## src/rtl/huffman_bitpacker_if.sv

```systemverilog
// +-----------------------------------------------------------------------+
// | huffman_bitpacker_if : code table load, symbol stream and byte stream |
// | Rev 1.0                                                               |
// +-----------------------------------------------------------------------+
`default_nettype none

interface huffman_bitpacker_if #(
  parameter int CNT_W = 16
) ();
  logic             code_valid;
  logic [7:0]       HC1, HC2, HC3, HC4, HC5, HC6;
  logic [7:0]       M1, M2, M3, M4, M5, M6;
  logic             sym_valid;
  logic [7:0]       sym_data;
  logic             sym_last;
  logic             sym_ready;
  logic             out_valid;
  logic [7:0]       out_byte;
  logic             out_ready;
  logic             done;
  logic [CNT_W-1:0] bit_count;
  logic             err;

  modport master (
    output code_valid, HC1, HC2, HC3, HC4, HC5, HC6, M1, M2, M3, M4, M5, M6,
    output sym_valid, sym_data, sym_last, out_ready,
    input  sym_ready, out_valid, out_byte, done, bit_count, err
  );

  modport slave (
    input  code_valid, HC1, HC2, HC3, HC4, HC5, HC6, M1, M2, M3, M4, M5, M6,
    input  sym_valid, sym_data, sym_last, out_ready,
    output sym_ready, out_valid, out_byte, done, bit_count, err
  );
endinterface

`default_nettype wire

```

## src/rtl/huffman_bitpacker.sv

```systemverilog
// +-----------------------------------------------------------------------+
// | huffman_bitpacker : packs per-symbol Huffman codes MSB-first into     |
// | bytes, pads the last partial byte and reports the code bit total.     |
// | Rev 1.0                                                               |
// +-----------------------------------------------------------------------+
`default_nettype none

module huffman_bitpacker #(
  parameter int   CNT_W   = 16,
  parameter logic PAD_BIT = 1'b0
) (
  input  logic                clk,
  input  logic                reset,
  huffman_bitpacker_if.slave  bus
);

  typedef enum logic [1:0] {
    S_IDLE  = 2'd0,
    S_RUN   = 2'd1,
    S_FLUSH = 2'd2,
    S_DONE  = 2'd3
  } state_t;

  state_t           r_state;
  state_t           w_state_nxt;
  logic [7:0]       r_hc  [0:5];
  logic [3:0]       r_len [0:5];
  logic [15:0]      r_acc;
  logic [4:0]       r_fill;
  logic [CNT_W-1:0] r_bit_count;
  logic             r_err;

  logic             w_sym_ready;
  logic             w_push;
  logic             w_legal;
  logic [7:0]       w_code;
  logic [3:0]       w_len;
  logic [3:0]       w_len_eff;
  logic             w_out_valid;
  logic             w_pop;
  logic [4:0]       w_base;
  logic [4:0]       w_shift;
  logic [15:0]      w_place;
  logic [15:0]      w_acc_nxt;
  logic [4:0]       w_fill_nxt;
  logic [7:0]       w_pad_mask;
  logic [CNT_W:0]   w_bc_sum;

  function automatic logic [3:0] popcount8(input logic [7:0] v);
    logic [3:0] c;
    c = '0;
    for (int i = 0; i < 8; i++) c = c + {3'b000, v[i]};
    return c;
  endfunction

  always_comb begin
    w_code  = 8'h00;
    w_len   = 4'd0;
    w_legal = 1'b1;
    case (bus.sym_data)
      8'd1:    begin w_code = r_hc[0]; w_len = r_len[0]; end
      8'd2:    begin w_code = r_hc[1]; w_len = r_len[1]; end
      8'd3:    begin w_code = r_hc[2]; w_len = r_len[2]; end
      8'd4:    begin w_code = r_hc[3]; w_len = r_len[3]; end
      8'd5:    begin w_code = r_hc[4]; w_len = r_len[4]; end
      8'd6:    begin w_code = r_hc[5]; w_len = r_len[5]; end
      default: w_legal = 1'b0;
    endcase
  end

  assign w_sym_ready = (r_state == S_RUN) && (r_fill <= 5'd8);
  assign w_push      = bus.sym_valid && w_sym_ready;
  assign w_len_eff   = (w_push && w_legal) ? w_len : 4'd0;
  assign w_out_valid = ((r_state == S_RUN) && (r_fill >= 5'd8)) ||
                       ((r_state == S_FLUSH) && (r_fill != 5'd0));
  assign w_pop       = w_out_valid && bus.out_ready;

  // A pop of a partial byte (flush only) empties the accumulator entirely.
  assign w_base     = w_pop ? ((r_fill >= 5'd8) ? (r_fill - 5'd8) : 5'd0) : r_fill;
  assign w_shift    = 5'd16 - w_base - {1'b0, w_len_eff};
  assign w_place    = (w_push && w_legal) ? ({8'h00, w_code} << w_shift) : 16'h0000;
  assign w_acc_nxt  = (w_pop ? ((r_fill >= 5'd8) ? (r_acc << 8) : 16'h0000) : r_acc) | w_place;
  assign w_fill_nxt = w_base + {1'b0, w_len_eff};
  assign w_bc_sum   = {1'b0, r_bit_count} + (CNT_W+1)'(w_len_eff);

  assign w_pad_mask = ((r_state == S_FLUSH) && (r_fill < 5'd8)) ? (8'hFF >> r_fill) : 8'h00;

  always_comb begin
    w_state_nxt = r_state;
    case (r_state)
      S_IDLE:  if (bus.code_valid) w_state_nxt = S_RUN;
      S_RUN:   if (w_push && bus.sym_last) w_state_nxt = S_FLUSH;
      S_FLUSH: if (w_fill_nxt == 5'd0) w_state_nxt = S_DONE;
      S_DONE:  w_state_nxt = S_IDLE;
      default: w_state_nxt = S_IDLE;
    endcase
  end

  always_ff @(posedge clk or negedge reset) begin
    if (!reset) begin
      r_state <= S_IDLE;
    end else begin
      r_state <= w_state_nxt;
    end
  end

  always_ff @(posedge clk or negedge reset) begin
    if (!reset) begin
      for (int i = 0; i < 6; i++) begin
        r_hc[i]  <= 8'h00;
        r_len[i] <= 4'd0;
      end
      r_acc       <= 16'h0000;
      r_fill      <= 5'd0;
      r_bit_count <= '0;
      r_err       <= 1'b0;
    end else if (r_state == S_IDLE) begin
      if (bus.code_valid) begin
        r_hc[0]     <= bus.HC1 & bus.M1;
        r_hc[1]     <= bus.HC2 & bus.M2;
        r_hc[2]     <= bus.HC3 & bus.M3;
        r_hc[3]     <= bus.HC4 & bus.M4;
        r_hc[4]     <= bus.HC5 & bus.M5;
        r_hc[5]     <= bus.HC6 & bus.M6;
        r_len[0]    <= popcount8(bus.M1);
        r_len[1]    <= popcount8(bus.M2);
        r_len[2]    <= popcount8(bus.M3);
        r_len[3]    <= popcount8(bus.M4);
        r_len[4]    <= popcount8(bus.M5);
        r_len[5]    <= popcount8(bus.M6);
        r_acc       <= 16'h0000;
        r_fill      <= 5'd0;
        r_bit_count <= '0;
        r_err       <= 1'b0;
      end
    end else if ((r_state == S_RUN) || (r_state == S_FLUSH)) begin
      r_acc  <= w_acc_nxt;
      r_fill <= w_fill_nxt;
      if (w_push && !w_legal) r_err <= 1'b1;
      if (w_push && w_legal)
        r_bit_count <= w_bc_sum[CNT_W] ? '1 : w_bc_sum[CNT_W-1:0];
    end
  end

  assign bus.sym_ready = w_sym_ready;
  assign bus.out_valid = w_out_valid;
  assign bus.out_byte  = PAD_BIT ? (r_acc[15:8] | w_pad_mask) : (r_acc[15:8] & ~w_pad_mask);
  assign bus.done      = (r_state == S_DONE);
  assign bus.bit_count = r_bit_count;
  assign bus.err       = r_err;

endmodule

`default_nettype wire

```

## src/flat_wrapper.sv

```systemverilog
// flat-port wrapper written by rule: the top's interface ports become plain ports
module huffman_bitpacker_flat 
#(
  parameter int   CNT_W   = 16,
  parameter logic PAD_BIT = 1'b0
)
  (clk, reset, bus_code_valid, bus_HC1, bus_HC2, bus_HC3, bus_HC4, bus_HC5, bus_HC6, bus_M1, bus_M2, bus_M3, bus_M4, bus_M5, bus_M6, bus_sym_valid, bus_sym_data, bus_sym_last, bus_out_ready, bus_sym_ready, bus_out_valid, bus_out_byte, bus_done, bus_bit_count, bus_err);
  huffman_bitpacker_if #(.CNT_W(CNT_W)) bus_i ();
  input  logic clk;
  input  logic reset;
  input wire logic [$bits(bus_i.code_valid)-1:0] bus_code_valid;
  input wire logic [$bits(bus_i.HC1)-1:0] bus_HC1;
  input wire logic [$bits(bus_i.HC2)-1:0] bus_HC2;
  input wire logic [$bits(bus_i.HC3)-1:0] bus_HC3;
  input wire logic [$bits(bus_i.HC4)-1:0] bus_HC4;
  input wire logic [$bits(bus_i.HC5)-1:0] bus_HC5;
  input wire logic [$bits(bus_i.HC6)-1:0] bus_HC6;
  input wire logic [$bits(bus_i.M1)-1:0] bus_M1;
  input wire logic [$bits(bus_i.M2)-1:0] bus_M2;
  input wire logic [$bits(bus_i.M3)-1:0] bus_M3;
  input wire logic [$bits(bus_i.M4)-1:0] bus_M4;
  input wire logic [$bits(bus_i.M5)-1:0] bus_M5;
  input wire logic [$bits(bus_i.M6)-1:0] bus_M6;
  input wire logic [$bits(bus_i.sym_valid)-1:0] bus_sym_valid;
  input wire logic [$bits(bus_i.sym_data)-1:0] bus_sym_data;
  input wire logic [$bits(bus_i.sym_last)-1:0] bus_sym_last;
  input wire logic [$bits(bus_i.out_ready)-1:0] bus_out_ready;
  output wire logic [$bits(bus_i.sym_ready)-1:0] bus_sym_ready;
  output wire logic [$bits(bus_i.out_valid)-1:0] bus_out_valid;
  output wire logic [$bits(bus_i.out_byte)-1:0] bus_out_byte;
  output wire logic [$bits(bus_i.done)-1:0] bus_done;
  output wire logic [$bits(bus_i.bit_count)-1:0] bus_bit_count;
  output wire logic [$bits(bus_i.err)-1:0] bus_err;
  assign bus_i.code_valid = bus_code_valid;
  assign bus_i.HC1 = bus_HC1;
  assign bus_i.HC2 = bus_HC2;
  assign bus_i.HC3 = bus_HC3;
  assign bus_i.HC4 = bus_HC4;
  assign bus_i.HC5 = bus_HC5;
  assign bus_i.HC6 = bus_HC6;
  assign bus_i.M1 = bus_M1;
  assign bus_i.M2 = bus_M2;
  assign bus_i.M3 = bus_M3;
  assign bus_i.M4 = bus_M4;
  assign bus_i.M5 = bus_M5;
  assign bus_i.M6 = bus_M6;
  assign bus_i.sym_valid = bus_sym_valid;
  assign bus_i.sym_data = bus_sym_data;
  assign bus_i.sym_last = bus_sym_last;
  assign bus_i.out_ready = bus_out_ready;
  assign bus_sym_ready = bus_i.sym_ready;
  assign bus_out_valid = bus_i.out_valid;
  assign bus_out_byte = bus_i.out_byte;
  assign bus_done = bus_i.done;
  assign bus_bit_count = bus_i.bit_count;
  assign bus_err = bus_i.err;
  huffman_bitpacker #(.CNT_W(CNT_W), .PAD_BIT(PAD_BIT)) u_core (.clk(clk), .reset(reset), .bus(bus_i));
endmodule
```

## config.mk

```make
export PLATFORM = sky130hd
export DESIGN_NAME = huffman_bitpacker_flat
export DESIGN_NICKNAME = d
export VERILOG_FILES = /design/src/rtl/huffman_bitpacker_if.sv /design/src/rtl/huffman_bitpacker.sv /design/src/flat_wrapper.sv
export SDC_FILE = /design/constraint.sdc
export NUM_CORES = 1
export LEC_CHECK = 0
export CAP_MARGIN = 10
export CELL_PAD_IN_SITES_DETAIL_PLACEMENT = 1
export CELL_PAD_IN_SITES_GLOBAL_PLACEMENT = 2
export CORE_MARGIN = 2
export CORE_UTILIZATION = 25
export DETAILED_ROUTE_END_ITERATION = 8
export GPL_TIMING_DRIVEN = 0
export PLACE_DENSITY_LB_ADDON = 0.3
export RECOVER_POWER = 25
export SYNTH_ARGS = -nofsm -noshare
export SYNTH_HDL_FRONTEND = slang
export SYNTH_SLANG_ARGS = --single-unit
```

## constraint.sdc

```tcl
create_clock -name clk -period 7.5 [get_ports clk]
set_input_delay 1.5 -clock clk [delete_from_list [all_inputs] [get_ports clk]]
set_output_delay 1.5 -clock clk [all_outputs]
set_load 0.02 [all_outputs]
```

Yosys cells after proc, flatten, opt, wreduce, memory -nomap -nowiden
Cells that the tools add are included.
{ "classes": {"mux": 28, "eq_ne": 12, "addsub": 47, "n_lt_le_gt_ge": 3, "shifts": 2, "bitwise": 9, "reduce_logical": 24} }
{ "op_table": {"columns": ["op", "n"], "rows": [
  ["two-way mux 16 bit", 10],
  ["adder 4 x 1 -> 4 bit", 36],
  ["bitwise AND 8 bit", 7],
  ["case mux 8 bit (6 select lines)", 1],
  ["two-way mux 5 bit", 5],
  ["== test 8 x 3 -> 1 bit, second input constant", 3],
  ["case mux 4 bit (6 select lines)", 1],
  ["adder 16 x 4 -> 17 bit", 1],
  ["== test 8 x 2 -> 1 bit, second input constant", 2],
  ["OR 16 bit", 1],
  ["<< shifter 8 x 5 -> 16 bit", 1],
  ["adder 1 x 1 -> 2 bit", 6],
  ["logical AND 1 bit", 9],
  ["AND reduction 3 bit", 3],
  ["== test 8 x 1 -> 1 bit, second input constant", 1],
  ["two-way mux 8 bit", 1],
  ["NOT 8 bit", 1],
  ["case mux 2 bit (4 select lines)", 1],
  [">> shifter 8 x 5 -> 8 bit, first input constant", 1],
  ["two-way mux 2 bit", 3],
  ["nonzero test 2 bit", 3],
  ["OR reduction 6 bit", 1],
  ["adder 5 x 4 -> 5 bit", 1],
  ["greater-or-equal comparator 5 x 4 -> 1 bit, second input constant", 1],
  ["17 further kinds", 25]
]} }
{ "word_totals": {"inputBits": 110, "out_inout_bits": 28, "register_bits": 112} }

Logic depth before layout (Yosys ltp)
{ "depth": {"ltp_word": 12, "depth_mapped": 21, "mapped_depth_nobuf": 19} }

Worst setup path before layout
No wires, ideal clock.
{ "synth_path": {"path_kind": "in2reg", "start": "in bus_sym_data[2]", "end": "reg u_core.r_state[1]", "setup_slack_ps": 2304, "t_arrival_ps": 5068, "setup_ps": 128, "cell_stages": 20, "cell_sequence": "clkbuf_1 -> clkbuf_1 -> nor2b_1 -> nor2b_1 -> a21oi_1 -> nor2_1 -> a31oi_1 -> nor2_1 -> a211oi_1 -> nor2_1 -> ha_1 -> inv_1 -> fa_1 -> nand2b_1 -> or2_2 -> o211ai_1 -> xor2_1 -> o2111ai_1 -> a221oi_2 -> mux2_1"} }
{ "synth_between": {"elab_chain_len": 9, "elab_cells_between_ends": 15, "cone_classes": "add/sub (1); eq/ne (7); mux (3); reduce/logical (4)"} }
{ "synth_lines": {"columns": ["element", "line", "rtl"], "rows": [
  ["from (decl)", "flat_wrapper.sv:25", "input wire logic [$bits(bus_i.sym_data)-1:0] bus_sym_data;"],
  ["== test 8 x 1 -> 1 bit, or another cell as far along", "huffman_bitpacker.sv:60", "case (bus.sym_data)"],
  ["OR reduction 6 bit (no line)", null, null],
  ["two-way mux 1 bit", "huffman_bitpacker.sv:60", null],
  ["logical AND 1 bit", "huffman_bitpacker.sv:73", "assign w_len_eff = (w_push && w_legal) ? w_len : 4'd0;"],
  ["two-way mux 4 bit *", "huffman_bitpacker.sv:73", null],
  ["adder 5 x 4 -> 5 bit *", "huffman_bitpacker.sv:83", "assign w_fill_nxt = w_base + {1'b0, w_len_eff};"],
  ["zero test 5 bit *", "huffman_bitpacker.sv:93", "S_FLUSH: if (w_fill_nxt == 5'd0) w_state_nxt = S_DONE;"],
  ["!= test 2 x 1 -> 1 bit (no line) *", null, null],
  ["AND reduction 3 bit (no line) *", null, null],
  ["to (signal assigned)", "huffman_bitpacker.sv:103", "r_state <= w_state_nxt;"],
  ["to (decl)", "huffman_bitpacker.sv:24", "state_t r_state;"]
]} }
Mark *: on every way between the ends. The rest lies on a longest branch, timed or not.
A chain may end at the register's enable or synchronous reset.

Worst setup path after layout
{ "layout_path": {"start": "in bus_sym_data[5]", "end": "reg u_core.r_state[1]"} }
The elaborated chain is that of the path after synthesis.

==> metrics.csv <==
metric;value;unit
status;finished, violations left;
violated checks;max-capacitance violations, max-slew violations;
post-cts sizing count;0;
clock transition at the registers of the reported paths;0.09;ns
per-instance average area after synthesis;8.29;µm²
most instantiated flip-flop cell in the synthesis netlist;sky130_fd_sc_hd__dfrtp_1;
number of nets in the finished design;1267;
Final Hold Fails;0;
number of global-route vias before repair;7818;
First-pass DRT Iterations;5;
fill count;3667;
Critical Path Source Type;input port;
global routing usage summed across all routing layers;17.0;%
RD Place Congestion;0.786;
wire length of the first global-routing pass;44100;µm
data arrival at the endpoint of the critical path;6.72;ns
most frequently used cell type in the post-synthesis netlist;sky130_fd_sc_hd__nand2_1;
number of max-cap violations;1;
vias post-DR;7233;
Worst Setup End Kind;flop;
min Tclk post-route;6.47;ns
maximum level of the CTS H-tree;3;
width of the chip;181;µm
wire length after detailed routing;27000;µm
Area growth, synth to finish;27.6;%
worst vdd ir;0.114;mV
source of the worst register-to-register timing path;u_core.r_fill[3];
max incr delay on CP;0.84;ns
number of antenna violations at the first check in global routing;0;
cell with the largest stage delay on the worst path;sky130_fd_sc_hd__nor4_1;
most used standard cells in the synthesized netlist;186 x sky130_fd_sc_hd__nand2_1, 112 x sky130_fd_sc_hd__dfrtp_1, 89 x sky130_fd_sc_hd__inv_1, 66 x sky130_fd_sc_hd__nand3_1, 66 x sky130_fd_sc_hd__o21ai_0;
Post-Place Setup Slack;0.557;ns
share of flip-flops with an asynchronous set or reset;100;%
height of the die;181;µm
remaining global-route overflow;0;
Distinct cells, synth;71;
RSZ-0062 raised after global routing;false;
violation count after the first detailed-route iteration;352;
DP Area;0.00972;mm²
largest clock skew in the final design;0.0142;ns
power per standard cell area;256;mW/mm²
post-synth design cell area;0.00785;mm²
Net Count, Synth;1119;
Rows;64;
clock tree from TritonCTS;built;
post-synthesis sequential element count;112;
endpoint required time on the critical path;7.75;ns
IO buf count;135;
Vias per Instance;4.84;
Antenna diodes;0;
sum of net half-perimeters after detailed placement;21900;µm
Area contributors post-synth;sky130_fd_sc_hd__dfrtp_1 36%, sky130_fd_sc_hd__nand2_1 8.9%, sky130_fd_sc_hd__fa_1 6.6%;
warning count from the yosys run;0;
full die area;0.0328;mm²
slew of the pin with the lowest slew margin;2.36;ns
worst setup path startpoint;bus_sym_data[5];
post-route clock period utilization;86.3;%
largest net degree at the start of global routing;77;
overall power of the completed layout;2.56;mW
cells traversed along the worst timing path;clkdlybuf4s50_1, nor4_1, clkbuf_1, and4b_1, nand4b_1, nor2_1, ha_1, inv_1, fa_1, nand2b_1, or2_2, o211ai_1, xor2_1, o2111ai_1, a221oi_2, mux2_1;
Worst Min Path Start;u_core.r_hc[39];
utilization after layout;32.6;%
Clock Sinks;112;
Worst Path Class, Setup;in -> reg;
Final Instance Area;0.0100;mm²
clock buffers created by TritonCTS;9;
DR DRC count;0;
Post-synth EDFFs;0;
worst min path class;reg -> reg;
R2R Setup Slk;2.59;ns
maximum fanout count along the critical path;10;
cell type with the highest aggregate area in the netlist;sky130_fd_sc_hd__dfrtp_1;
post-route ant nets;0;
total of hold buffers inserted after clock tree synthesis;0;
count of buffers added by post-CTS timing repair for setup;0;
Pleak;4.57;nW
maximum number of buffers from clock root to sink;2;
boundary pin count;138;
share of Yosys cell area claimed by the top area cell type;35.7;%
setup ws final;1.03;ns
number of max-slew violations in the final report;37;
root buffer cell;sky130_fd_sc_hd__clkbuf_16;
count of final setup violators;0;
maximum frequency from static timing analysis;0.155;GHz
fraction of the yosys area taken by sequential cells;35.7;%
Starting Density;25.5;%
headroom to the max-slew limit;-57.4;%
fraction of final layout cells with drive strength greater than 1;4.00;%
placeable core region;0.0307;mm²
clock latency on the worst-skew pair;0.37;ns
DR WL/cell;18.1;µm
Gate Count Post-Synth;946;
-- layout by cell type, fill, tap and decap left out, drive strengths merged, types with 4 or more instances in the layout --
cell type	Yosys	final
a211oi	4	4
a21boi	7	7
a21o	8	8
a21oi	45	45
a22o	6	6
a22oi	6	6
a31oi	10	10
and2	6	6
and3	6	6
buf	8	10
clkbuf	42	52
clkdlybuf4s50	0	134
clkinv	1	5
dfrtp	112	112
fa	26	26
ha	37	37
inv	89	91
mux2i	25	25
nand2	186	186
nand2b	7	7
nand3	66	66
nand4	7	7
nor2	52	52
nor2b	9	9
nor3	6	6
nor4	8	8
o211ai	9	9
o21ai	69	69
o22ai	9	9
o31ai	4	4
or2	4	4
or3	4	4
or4	4	4
xnor2	6	6
xor2	9	9
-- sequential cells by signal, summed over array words and instances, names as in the netlist --
| register | cells |
|---|---|
| u_core.r_fill | 5 |
| u_core.bus.bit_count | 16 |
| u_core.r_state | 2 |
| u_core.bus.err | 1 |
| u_core.r_hc | 48 |
| u_core.r_acc | 16 |
| u_core.r_len | 24 |
-- stage by stage --
stage / hold slack (ns) / instances / TNS [ns]
3_3_place_gp: 0.444 / 1477 / -6.01
3_5_place_dp: 0.456 / 1478 / 0
2_1_floorplan: 0.430 / 946 / 0
5_1_grt: 0.494 / 1495 / 0
4_1_cts: 0.477 / 1494 / 0
6_report: 0.472 / 1495 / 0
-- cells by family (layout without fill, tap and decap cells) --
| group | Yosys count | after routing | synth area share [%] |
|---|---|---|---|
| adders and majority gates | 65 | 65 | 12.8 |
| DFF | 112 | 112 | 35.7 |
| muxes | 28 | 28 | 3.76 |
| and+or+nand+nor | 378 | 378 | 22.0 |
| AOI/OAI and AO/OA | 208 | 208 | 17.2 |
| xor gates and xnor gates | 15 | 15 | 1.77 |
| buffers and inverters | 140 | 293 | 6.81 |
-- report_power, final --
group	switching [mW]	internal (mW)	total, mW
registers	0.132	0.792	0.924
clock network	0.258	0.233	0.491
logic	0.735	0.415	1.15
-- path summary, 6_finish.rpt --
path | endpoint | cells after the start
setup reg to reg | u_core.r_state[1] | 17
hold / removal | u_core.r_hc[39] | 2
max in group asynchronous | u_core.r_acc[3] | 1
hold reg to reg | u_core.r_hc[39] | 2
setup / recovery | u_core.r_state[1] | 16
min in group asynchronous | u_core.r_hc[44] | 1
-- routing by layer --
layer | vias up | share of wire, % | track usage [%]
met2 | 114 | 48 | 28.9
met1 | 3555 | 48 | 22.8
met5 | - | 0 | 0
li1 | 3543 | - | -
met3 | 21 | 2.5 | 2.28
met4 | 0 | 1.8 | 4.29
-- critical path: cells and delay by family --
kind,cells,cell delay [ns]
simple gates,6,2.27
buf+inv,3,0.95
compound gates,3,0.73
fa+ha+maj,2,0.70
mux,1,0.36
xor+xnor,1,0.22
-- area by class of cell --
cell class | count | area, µm² | share of cell area, %
Clock inverter | 7 | 66.3 | 0.662
Inverter | 90 | 338 | 3.37
Clock buffer | 9 | 225 | 2.25
Multi-Input combinational cell | 694 | 4510 | 45.0
Buffer | 50 | 196 | 1.96
Tap cell | 396 | 495 | 4.95
Sequential cell | 112 | 2800 | 28.0
Timing Repair Buffer | 137 | 1380 | 13.8
No activity file was read; power rests on OpenSTA's default activity.
